===== src/rtl/uart_tx_stim.sv =====
// ============================================================================
//  Module   : uart_tx_stim
//  Brief    : 8N1 UART transmitter with a small byte FIFO in front of it.
//             Drives serial stimulus into a UART RX pad from a valid/ready
//             byte source. LSB first, one start bit, one stop bit.
//  Revision : 1.0 - initial release
// ============================================================================
`default_nettype none

module uart_tx_stim #(
  parameter int CLKS_PER_BIT = 217,
  parameter int FIFO_DEPTH   = 4
) (
  input  logic                          clk,
  input  logic                          rst,
  input  logic [7:0]                    tx_data,
  input  logic                          tx_valid,
  output logic                          tx_ready,
  output logic                          tx,
  output logic                          busy,
  output logic                          frame_done,
  output logic [$clog2(FIFO_DEPTH):0]   fifo_count
);

  localparam int AW   = $clog2(FIFO_DEPTH);
  localparam int CNTW = AW + 1;
  localparam int CW   = (CLKS_PER_BIT > 2) ? $clog2(CLKS_PER_BIT) : 1;

  localparam logic [CNTW-1:0] C_FULL_CNT  = CNTW'(FIFO_DEPTH);
  localparam logic [CW-1:0]   C_BAUD_LAST = CW'(CLKS_PER_BIT - 1);
  localparam logic [CW-1:0]   C_BAUD_PRE  = CW'(CLKS_PER_BIT - 2);

  typedef enum logic [1:0] {
    ST_IDLE  = 2'd0,
    ST_START = 2'd1,
    ST_DATA  = 2'd2,
    ST_STOP  = 2'd3
  } state_t;

  // FIFO storage and bookkeeping
  logic [7:0]      mem_q [FIFO_DEPTH];
  logic [AW-1:0]   wr_ptr_q;
  logic [AW-1:0]   rd_ptr_q;
  logic [CNTW-1:0] count_q;
  logic [CNTW-1:0] count_d;

  // Transmit engine state
  state_t          state_q;
  logic [CW-1:0]   baud_q;
  logic [2:0]      bit_idx_q;
  logic [7:0]      shift_q;
  logic            tx_q;
  logic            busy_q;
  logic            frame_done_q;

  logic            w_push;
  logic            w_pop;
  logic            w_bit_end;
  logic [7:0]      w_head;

  // Ready looks only at the registered occupancy, so a full FIFO refuses
  // a push even in the cycle it is popping.
  assign tx_ready  = (count_q < C_FULL_CNT);
  assign w_push    = tx_valid && tx_ready;
  assign w_bit_end = (baud_q == C_BAUD_LAST);
  assign w_pop     = (count_q != '0) &&
                     ((state_q == ST_IDLE) || ((state_q == ST_STOP) && w_bit_end));
  assign w_head    = mem_q[rd_ptr_q];

  // Occupancy next value: +1 push only, -1 pop only, unchanged otherwise
  always_comb begin
    count_d = count_q;
    case ({w_push, w_pop})
      2'b10:   count_d = count_q + CNTW'(1);
      2'b01:   count_d = count_q - CNTW'(1);
      default: count_d = count_q;
    endcase
  end

  // FIFO data array; contents need no reset since occupancy guards reads
  always_ff @(posedge clk) begin
    if (w_push) begin
      mem_q[wr_ptr_q] <= tx_data;
    end
  end

  // FIFO pointers and occupancy; pointers wrap naturally (power-of-2 depth)
  always_ff @(posedge clk) begin
    if (rst) begin
      wr_ptr_q <= '0;
      rd_ptr_q <= '0;
      count_q  <= '0;
    end else begin
      if (w_push) begin
        wr_ptr_q <= wr_ptr_q + AW'(1);
      end
      if (w_pop) begin
        rd_ptr_q <= rd_ptr_q + AW'(1);
      end
      count_q <= count_d;
    end
  end

  // Frame sequencer: IDLE -> START -> DATA x8 -> STOP, with all line-facing
  // outputs registered. STOP chains straight into START when data waits.
  always_ff @(posedge clk) begin
    if (rst) begin
      state_q      <= ST_IDLE;
      baud_q       <= '0;
      bit_idx_q    <= '0;
      shift_q      <= '0;
      tx_q         <= 1'b1;
      busy_q       <= 1'b0;
      frame_done_q <= 1'b0;
    end else begin
      frame_done_q <= 1'b0;
      case (state_q)
        ST_IDLE: begin
          baud_q <= '0;
          tx_q   <= 1'b1;
          busy_q <= 1'b0;
          if (w_pop) begin
            shift_q <= w_head;
            state_q <= ST_START;
            tx_q    <= 1'b0;
            busy_q  <= 1'b1;
          end
        end
        ST_START: begin
          if (w_bit_end) begin
            baud_q    <= '0;
            bit_idx_q <= '0;
            state_q   <= ST_DATA;
            tx_q      <= shift_q[0];
          end else begin
            baud_q <= baud_q + CW'(1);
          end
        end
        ST_DATA: begin
          if (w_bit_end) begin
            baud_q <= '0;
            if (bit_idx_q == 3'd7) begin
              state_q <= ST_STOP;
              tx_q    <= 1'b1;
            end else begin
              bit_idx_q <= bit_idx_q + 3'd1;
              shift_q   <= {1'b0, shift_q[7:1]};
              tx_q      <= shift_q[1];
            end
          end else begin
            baud_q <= baud_q + CW'(1);
          end
        end
        ST_STOP: begin
          if (w_bit_end) begin
            baud_q <= '0;
            if (w_pop) begin
              shift_q <= w_head;
              state_q <= ST_START;
              tx_q    <= 1'b0;
            end else begin
              state_q <= ST_IDLE;
              busy_q  <= 1'b0;
            end
          end else begin
            baud_q       <= baud_q + CW'(1);
            // Raise the pulse as the counter enters the last stop cycle
            frame_done_q <= (baud_q == C_BAUD_PRE);
          end
        end
        default: begin
          state_q <= ST_IDLE;
          tx_q    <= 1'b1;
          busy_q  <= 1'b0;
        end
      endcase
    end
  end

  assign tx         = tx_q;
  assign busy       = busy_q;
  assign frame_done = frame_done_q;
  assign fifo_count = count_q;

endmodule

`default_nettype wire


===== config.mk =====
export PLATFORM = sky130hd
export DESIGN_NAME = uart_tx_stim
export DESIGN_NICKNAME = d
export VERILOG_FILES = /design/src/rtl/uart_tx_stim.sv
export SDC_FILE = /design/constraint.sdc
export NUM_CORES = 1
export LEC_CHECK = 0
export ABC_AREA = 1
export BUFFER_PORTS_ARGS = -buffer_cell sky130_fd_sc_hd__buf_2
export CAP_MARGIN = 20
export CORE_ASPECT_RATIO = 1.5
export CORE_MARGIN = 3
export CORE_UTILIZATION = 30
export CTS_CLUSTER_SIZE = 12
export DETAILED_ROUTE_END_ITERATION = 8
export PLACE_DENSITY = 0.52
export SLEW_MARGIN = 20
export SYNTH_ARGS = -nofsm -noshare
export SYNTH_HDL_FRONTEND = slang
export SYNTH_SLANG_ARGS = --single-unit

===== constraint.sdc =====
create_clock -name clk -period 6.7 [get_ports clk]
set_clock_uncertainty 0.15 [all_clocks]
set_input_delay 1.34 -clock clk [delete_from_list [all_inputs] [get_ports clk]]
set_output_delay 1.34 -clock clk [all_outputs]
set_load 0.03 [all_outputs]

# After elaboration in Yosys (flattened, before gate mapping)
# Memory sizes are Yosys's and may differ from the RTL's. A register that Yosys moved wholly into a read port is not among the register bits.
# Cells that the tools add are included.
[op_classes] n_eq_ne=16 n_shift=0 n_reduce_logical=17 n_mul=0 bitwise=1 muxes=34 n_lt_le_gt_ge=1 n_div=0 addsub=6
[op_table] operator="$mux W8" count=5
[op_table] operator="$pmux W8 S3" count=1
[op_table] operator="$eq A8 B8 Y1 const B" count=2
[op_table] operator="$ne A2 B2 Y1 const B" count=8
[op_table] operator="$pmux W8 S2" count=1
[op_table] operator="$mux W2" count=7
[op_table] operator="$mux W1" count=12
[op_table] operator="$pmux W3 S2" count=2
[op_table] operator="$reduce_and A4 Y1" count=3
[op_table] operator="$mux W3" count=3
[op_table] operator="$add A8 B1 Y8 const B" count=1
[op_table] operator="$pmux W2 S4" count=1
[op_table] operator="$add A3 B1 Y3 const B" count=2
[op_table] operator="$eq A2 B2 Y1 const B" count=3
[op_table] operator="$reduce_bool A2 Y1" count=3
[op_table] operator="$reduce_bool A3 Y1" count=2
[op_table] operator="$reduce_or A3 Y1" count=2
[op_table] operator="$reduce_and A5 Y1" count=1
[op_table] operator="$add A2 B1 Y2 const B" count=2
[op_table] operator="$eq A2 B1 Y1 const B" count=2
[op_table] operator="$pmux W1 S4" count=1
[op_table] operator="$eq A3 B3 Y1 const B" count=1
[op_table] operator="$logic_and A1 B1 Y1" count=3
[op_table] operator="$lt A3 B3 Y1 const B" count=1
[op_table] operator="6 further kinds" count=6
[word_totals] ramBits=32 mem_count=1 latch_bits=0 regBits=31 out_inout_bits=7 word_cells=86 in_bits=11 rom_bits=0
[mem_list] memory="mem_q" depth=4 width=8 read_ports=1 rd_ports_with_merged_regs=1 write_ports=1 line_no="41" source="logic [7:0] mem_q [FIFO_DEPTH];"

# Depth between registers and ports, before layout
# Gate-level depths: netlist (run 1).
[logic_depth] word_depth=7 depth_mapped=15 mapped_depth_nobuf=15

# Worst setup path before layout (run 1)
# No wires, ideal clock.
[synth_path] path_type="input to register" start="input port tx_valid" end="register count_q[2] (netlist: fifo_count[2])" n_path_buf=0 required_time_ns=6.413 path_slack_ns=3.906 setup_time_ns=0.137 t_arrival_ns=2.508 cell_stages=8 path_cell_list="nand2_1 > ha_1 > inv_1 > fa_1 > a21oi_1 > o21ai_0 > o21ai_0 > a21oi_1"
[synth_via] elab_chain_len=3 elab_cells_between_ends=5 classes_between="2 x eq/ne; 1 x mux; 2 x reduce/logical"
[synth_rtl] element="start: declaration" line_no="17" source="input logic tx_valid,"
[synth_rtl] element="$logic_and A1 B1 Y1 (*)" line_no="64" source="assign w_push = tx_valid && tx_ready;"
[synth_rtl] element="$eq A2 B1 Y1 or $eq A2 B2 Y1 (tied branches)" line_no="73" source="case ({w_push, w_pop})"
[synth_rtl] element="$pmux W3 S2 or $reduce_bool A2 Y1 (tied branches)"
[synth_rtl] element="end signal: assignment" line_no="100" source="count_q <= count_d;"
[synth_rtl] element="end: declaration" line_no="44" source="logic [CNTW-1:0] count_q;"
# Every way passes the cells marked *; elsewhere a longest branch is shown, timed or not.
# A chain may end at the register's enable or synchronous reset.

# Worst setup path after layout (run 1)
# Ends and elaborated chain as after synthesis.

==> impl_metrics.ini, run 1 <==
[clock_tree]
clk_pin_slew_ns = 0.05
cts_buffers = 9
clockRootBuffer = clkbuf_16
cts_max_path_buffers = 2
tritoncts = built
htreeDepth = 3
cts_setup_buffers = 0
cts_resized = 0
clk_latency_ns = 0.32
hold_buffers = 0
clkSinkCount = 65

[timing]
period_minus_slack_ns = 2.66
max_slew_margin_pct = 46.6
achievable-frequency_ghz = 0.376
worst_slew_pin_slew_ns = 0.798
final-setup-viol-count = 0
drv_slew = 0
rsz0062_at_grt = no
hold_slack_ns = 0.313
period_share_pct = 39.7
worst_slack_ns = 4.04
setup_tns_ns = 0
hold_viol_final = 0

[detailed_routing]
drt_pass1_iterations = 4
drt-total-wl_mm = 5.92
wl_per_cell_um = 11.8
viasPerCell = 4.52
drtAntennaViolNets = 0
route.vias.total = 2272
drc = 0
drt_iter0_drc = 169

[synth]
synth_top_family_by_area = simple AND/OR/NAND/NOR gates
synthArstFlopShare_pct = 0
yosysUniqueCellTypes = 33
synth_ff_type = dfxtp_1
synth_top_area_share_pct = 30.9
synth_mux_area_share_pct = 0
ys_seq_area_share_pct = 52.1
synth_area_mm2 = 0.00311
synth_area_leaders = edfxtp_1 31%, dfxtp_1 21%, nand2_1 10%, inv_1 7.1%, ha_1 5.6%
synthesis.nets = 389
synth-simple-area-share_pct = 23.0
synth_edf_count = 32
synth-seq-cells = 65
synth_xor_xnor_area_share_pct = 0.281
synth_compound_area_share_pct = 9.17
synth_fa_ha_area_share_pct = 6.27
yosysTopAreaCell = edfxtp_1
yosys_warnings = 0
syn_avg_cell_area_um2 = 8.57
syn_inst = 363

[die]
floorplan.core_area_mm2 = 0.00991
rows = 44
start_util_pct = 31.4
fp.dieW_um = 89.2
io_pins = 18
die-height_um = 131
dieArea_mm2 = 0.0117

[global_route]
grtUsageTotal_pct = 11.4
grt_pass1_wl_mm = 10.0
antenna_found_initial = 0
grt_pass1_vias = 2184
grt_max_degree = 19
grt_remaining_overflow = 0

[finish]
diodes = 0
drive_gt1_share_pct = 11.1
final_common_cell = nand2_1
most-common-layout-cells = 83 x nand2_1, 59 x inv_1, 36 x nor2_1
final_cells = 503
nets = 409
area_growth_pct = 15.3

[placement]
io_buffers = 17
hpwlAfterDp_mm = 4.17
place.gp.congestion = 0.759
dp.cells = 487
dp_slack_ns = 3.69

[pwr]
clock_power_share_pct = 30.8
intPower_uw = 957
p_seq_share_pct = 36.6
switchingPower_uw = 538
power_density_mw_per_mm2 = 417
ir_drop_mv = 0.217
netSwitchingFraction_pct = 36.0
combPwrFrac_pct = 32.7
leakage_nw = 1.58

[worst_setup_path]
worstPathMaxFanout = 9
reg2reg_depth = 12
crit_required_ns = 6.75
critPathKind = in -> reg
rr_startpoint = state_q[0]
ff2ff_setup_slack_ns = 4.16
rr_endpoint = fifo_count[2]
cp-end-kind = register
start_kind = input port
cp.arrival_ns = 2.71

[min_path]
hp-class = reg -> reg
worstHoldEndpoint = busy
holdPathStages = 2
hp-start = busy

[flow_run]
max-cap-violations = 0

[run_status]
status = finished, final reports clean
routing by layer:
layer	track usage, %	wire, um	vias to the layer above
li1	-	-	1194
met4	6.31	183	0
met1	12.8	2610	1039
met2	19.3	2940	27
met3	2.76	179	12
met5	0	0	-
cell families after synthesis:
logic type,Yosys count
fa+ha+maj,15
buf+inv,70
xor+xnor,1
compound gates,49
flops,65
simple gates,163
stage by stage:
stage | total power, mW | area (um2) | utilization [%]
floorplan | 0.951 | 3110 | -
global route | 1.61 | 3590 | 36.2
finish | 1.50 | 3590 | 36.2
detailed placement | 1.05 | 3290 | 33.2
CTS | 1.51 | 3590 | 36.2
global placement | 1.04 | 3290 | 33.2
how the worst max path moves through the flow:
stage	from	to	slack, ns
floorplan	tx_valid	fifo_count[2]	3.91
global placement	tx_valid	fifo_count[2]	3.70
detailed placement	tx_valid	fifo_count[2]	3.69
CTS	tx_valid	fifo_count[2]	4.05
global route	tx_valid	fifo_count[2]	3.92
finish	tx_valid	fifo_count[2]	4.04
state kept, by name (all words and copies together) (netlist names), named ones only:
| signal | count |
|---|---|
| bit_idx_q | 3 |
| wr_ptr_q | 2 |
| shift_q | 8 |
| rd_ptr_q | 2 |
| state_q | 2 |
| busy | 1 |
| tx | 1 |
| fifo_count | 3 |
| frame_done | 1 |
| mem_q | 32 |
| baud_q | 8 |
power by group through the flow:
| stage | combinational [mW] | sequential, mW | clock [mW] |
|---|---|---|---|
| after CTS | 0.495 | 0.548 | 0.471 |
| final | 0.489 | 0.547 | 0.460 |
| after detailed placement | 0.492 | 0.556 | 0 |
| after global placement | 0.490 | 0.554 | 0 |
| after floorplan | 0.393 | 0.558 | 0 |
| after global routing | 0.565 | 0.557 | 0.490 |
critical path: stages:
cell	delay, ns
buf_2	0.10
nand2_1	0.21
ha_1	0.19
inv_1	0.06
fa_1	0.37
a21oi_1	0.14
o21ai_0	0.11
o21ai_0	0.15
a21oi_1	0.05
cell usage after synthesis, types with 3 or more instances:
cell,number
a21oi_1,25
edfxtp_1,32
inv_1,59
dfxtp_1,33
nor2_1,36
o21ai_0,11
ha_1,14
nand2_1,83
nand2_4,4
a21boi_0,8
buf_2,3
nand3_1,29
cell type report:
class                      instances  area [um2]
tap                              115         144
multi-input combinational        228        1200
clock inverter                     5        56.3
clock buffer                      11         243
inverter                          62         233
sequential                        65        1620
timing repair buffer              17        85.1
fill                            1054        6320
Note: power is estimated with default switching activity, not from simulation.
==> inputs of run 2 (changes only) <==
Clock period 6.7 ns to 2.5 ns, I/O delays scaled along.
==> run 2 against run 1 <==
Against the previous run: die area is the same; clock-buffer cell count increased by 1; utilization grew 0.66 points; global-route usage up 0.65 points; hold slack worse by 0.071 ns; wire length increased by 3.3%; via count increased by 0.97%; critical path depth increased by 4; flip-flop and latch count stayed put; worst setup slack worse by 3.9 ns; highest routed layer unchanged.
==> impl_metrics.ini, run 2 (synthesized netlist as in run 1, its figures left out) <==
[clock_tree]
tritoncts = built
clk_pin_slew_ns = 0.06
cts_buffers = 9
cts_resized = 0
cts_max_path_buffers = 2
clkSinkCount = 65
htreeDepth = 3
hold_buffers = 0
cts_setup_buffers = 0
clk_latency_ns = 0.33
clockRootBuffer = clkbuf_16

[die]
io_pins = 18
dieArea_mm2 = 0.0117
floorplan.core_area_mm2 = 0.00991
fp.dieW_um = 89.2
start_util_pct = 31.4
die-height_um = 131
rows = 44

[finish]
most-common-layout-cells = 83 x nand2_1, 59 x inv_1, 36 x nor2_1
nets = 419
largest_reg_flops = 32
drive_gt1_share_pct = 13.1
diodes = 0
final_common_cell = nand2_1
reg_top3 = mem_q: 32 flops, baud_q: 8 flops, shift_q: 8 flops
final_core_util_pct = 36.9
top_register = mem_q
area_growth_pct = 17.4

[detailed_routing]
drtAntennaViolNets = 0
drt_iter0_drc = 117
wl_per_cell_um = 11.9
drc = 0
viasPerCell = 4.47
drt_pass1_iterations = 4
drt-total-wl_mm = 6.12
route.vias.total = 2294

[worst_setup_path]
reg2reg_depth = 13
ff2ff_setup_slack_ns = 0.17
cp.arrival_ns = 2.38
rr_startpoint = state_q[1]
cp-end-kind = register
rr_endpoint = fifo_count[2]
critPathKind = reg -> reg
crit_required_ns = 2.55
crit_start = state_q[1]
worstPathMaxFanout = 4
start_kind = register

[global_route]
grt_pass1_wl_mm = 10.5
grt_pass1_vias = 2273
grt_remaining_overflow = 0
grtUsageTotal_pct = 12.0
antenna_found_initial = 0
grt_max_degree = 17

[min_path]
hp-start = tx_data[4]
holdPathStages = 1
hp-class = in -> reg
worstHoldEndpoint = mem_q[1][4]

[pwr]
ir_drop_mv = 0.507
total_power_mw = 4.02
switchingPower_mw = 1.44
clock_power_share_pct = 29.9
combPwrFrac_pct = 34.5
intPower_mw = 2.58
leakage_nw = 1.62
netSwitchingFraction_pct = 35.7
power_density_mw_per_mm2 = 1100
p_seq_share_pct = 35.7

[timing]
worst_slew_pin_slew_ns = 0.547
max_slew_margin_pct = 63.6
achievable-frequency_ghz = 0.429
drv_slew = 0
period_share_pct = 93.2
period_minus_slack_ns = 2.33
final-setup-viol-count = 0
hold_viol_final = 0

[flow_run]
max-cap-violations = 0

[run_status]
status = finished, final reports clean

[placement]
io_buffers = 17
place.gp.congestion = 0.761
hpwlAfterDp_mm = 4.39
[run 2: cell types whose count changed in the layout (fill, tap and decap cells not counted), sizes merged]
cell      before  now
buf           17   27
clkbuf        11   12
clkinv         5    3
clkinvlp       0    1
[run 2: routing by layer]
metal	up-vias	global-route usage, %	part of all wire (%)
met5	-	0	0
met4	0	5.52	2.5
met3	11	3.70	2.8
met2	28	20.1	51
met1	1038	13.8	44
li1	1217	-	-
[run 2: final cells by class]
cell class	instances	area, um2
tap	115	144
multi-input combinational	228	1210
clock buffer	12	236
inverter	62	233
timing repair buffer	27	160
fill	1041	6260
clock inverter	4	47.5
sequential	65	1620
[run 2: worst max path at each step]
stage / endpoint / slack [ns]
global placement: fifo_count[2] / 0.21
floorplan: fifo_count[2] / 0.08
finish: fifo_count[2] / 0.17
global route: fifo_count[2] / -0.005
CTS: fifo_count[2] / 0.14
detailed placement: fifo_count[2] / 0.16
[run 2: power by group through the flow]
| stage | registers, mW | clock network [mW] | logic (mW) |
|---|---|---|---|
| 6_report | 1.43 | 1.20 | 1.39 |
| 5_1_grt | 1.46 | 1.28 | 1.60 |
| 3_3_place_gp | 1.45 | 0 | 1.38 |
| 2_1_floorplan | 1.49 | 0 | 1.05 |
| 3_5_place_dp | 1.46 | 0 | 1.40 |
| 4_1_cts | 1.44 | 1.23 | 1.41 |
[run 2: through the flow]
stage	cell area (um2)	hold WS, ns	setup slack, ns	TNS [ns]	instances
5_1_grt	3650	0.229	-0.00458	-0.00458	513
6_report	3650	0.242	0.170	0	513
3_3_place_gp	3360	0.294	0.208	0	497
3_5_place_dp	3360	0.307	0.157	0	497
2_1_floorplan	3110	0.279	0.0762	0	363
4_1_cts	3650	0.236	0.144	0	513
[run 2: critical path, cell delays in order, from the launching register on]
cell and delay (ns):
dfxtp_1 0.33, inv_1 0.12, ha_1 0.20, nor2_1 0.07, a21oi_2 0.17, nand2_4 0.06, inv_1 0.07, ha_1 0.14
inv_1 0.06, fa_1 0.37, a21oi_1 0.14, o21ai_0 0.10, o21ai_0 0.16, a21oi_1 0.06
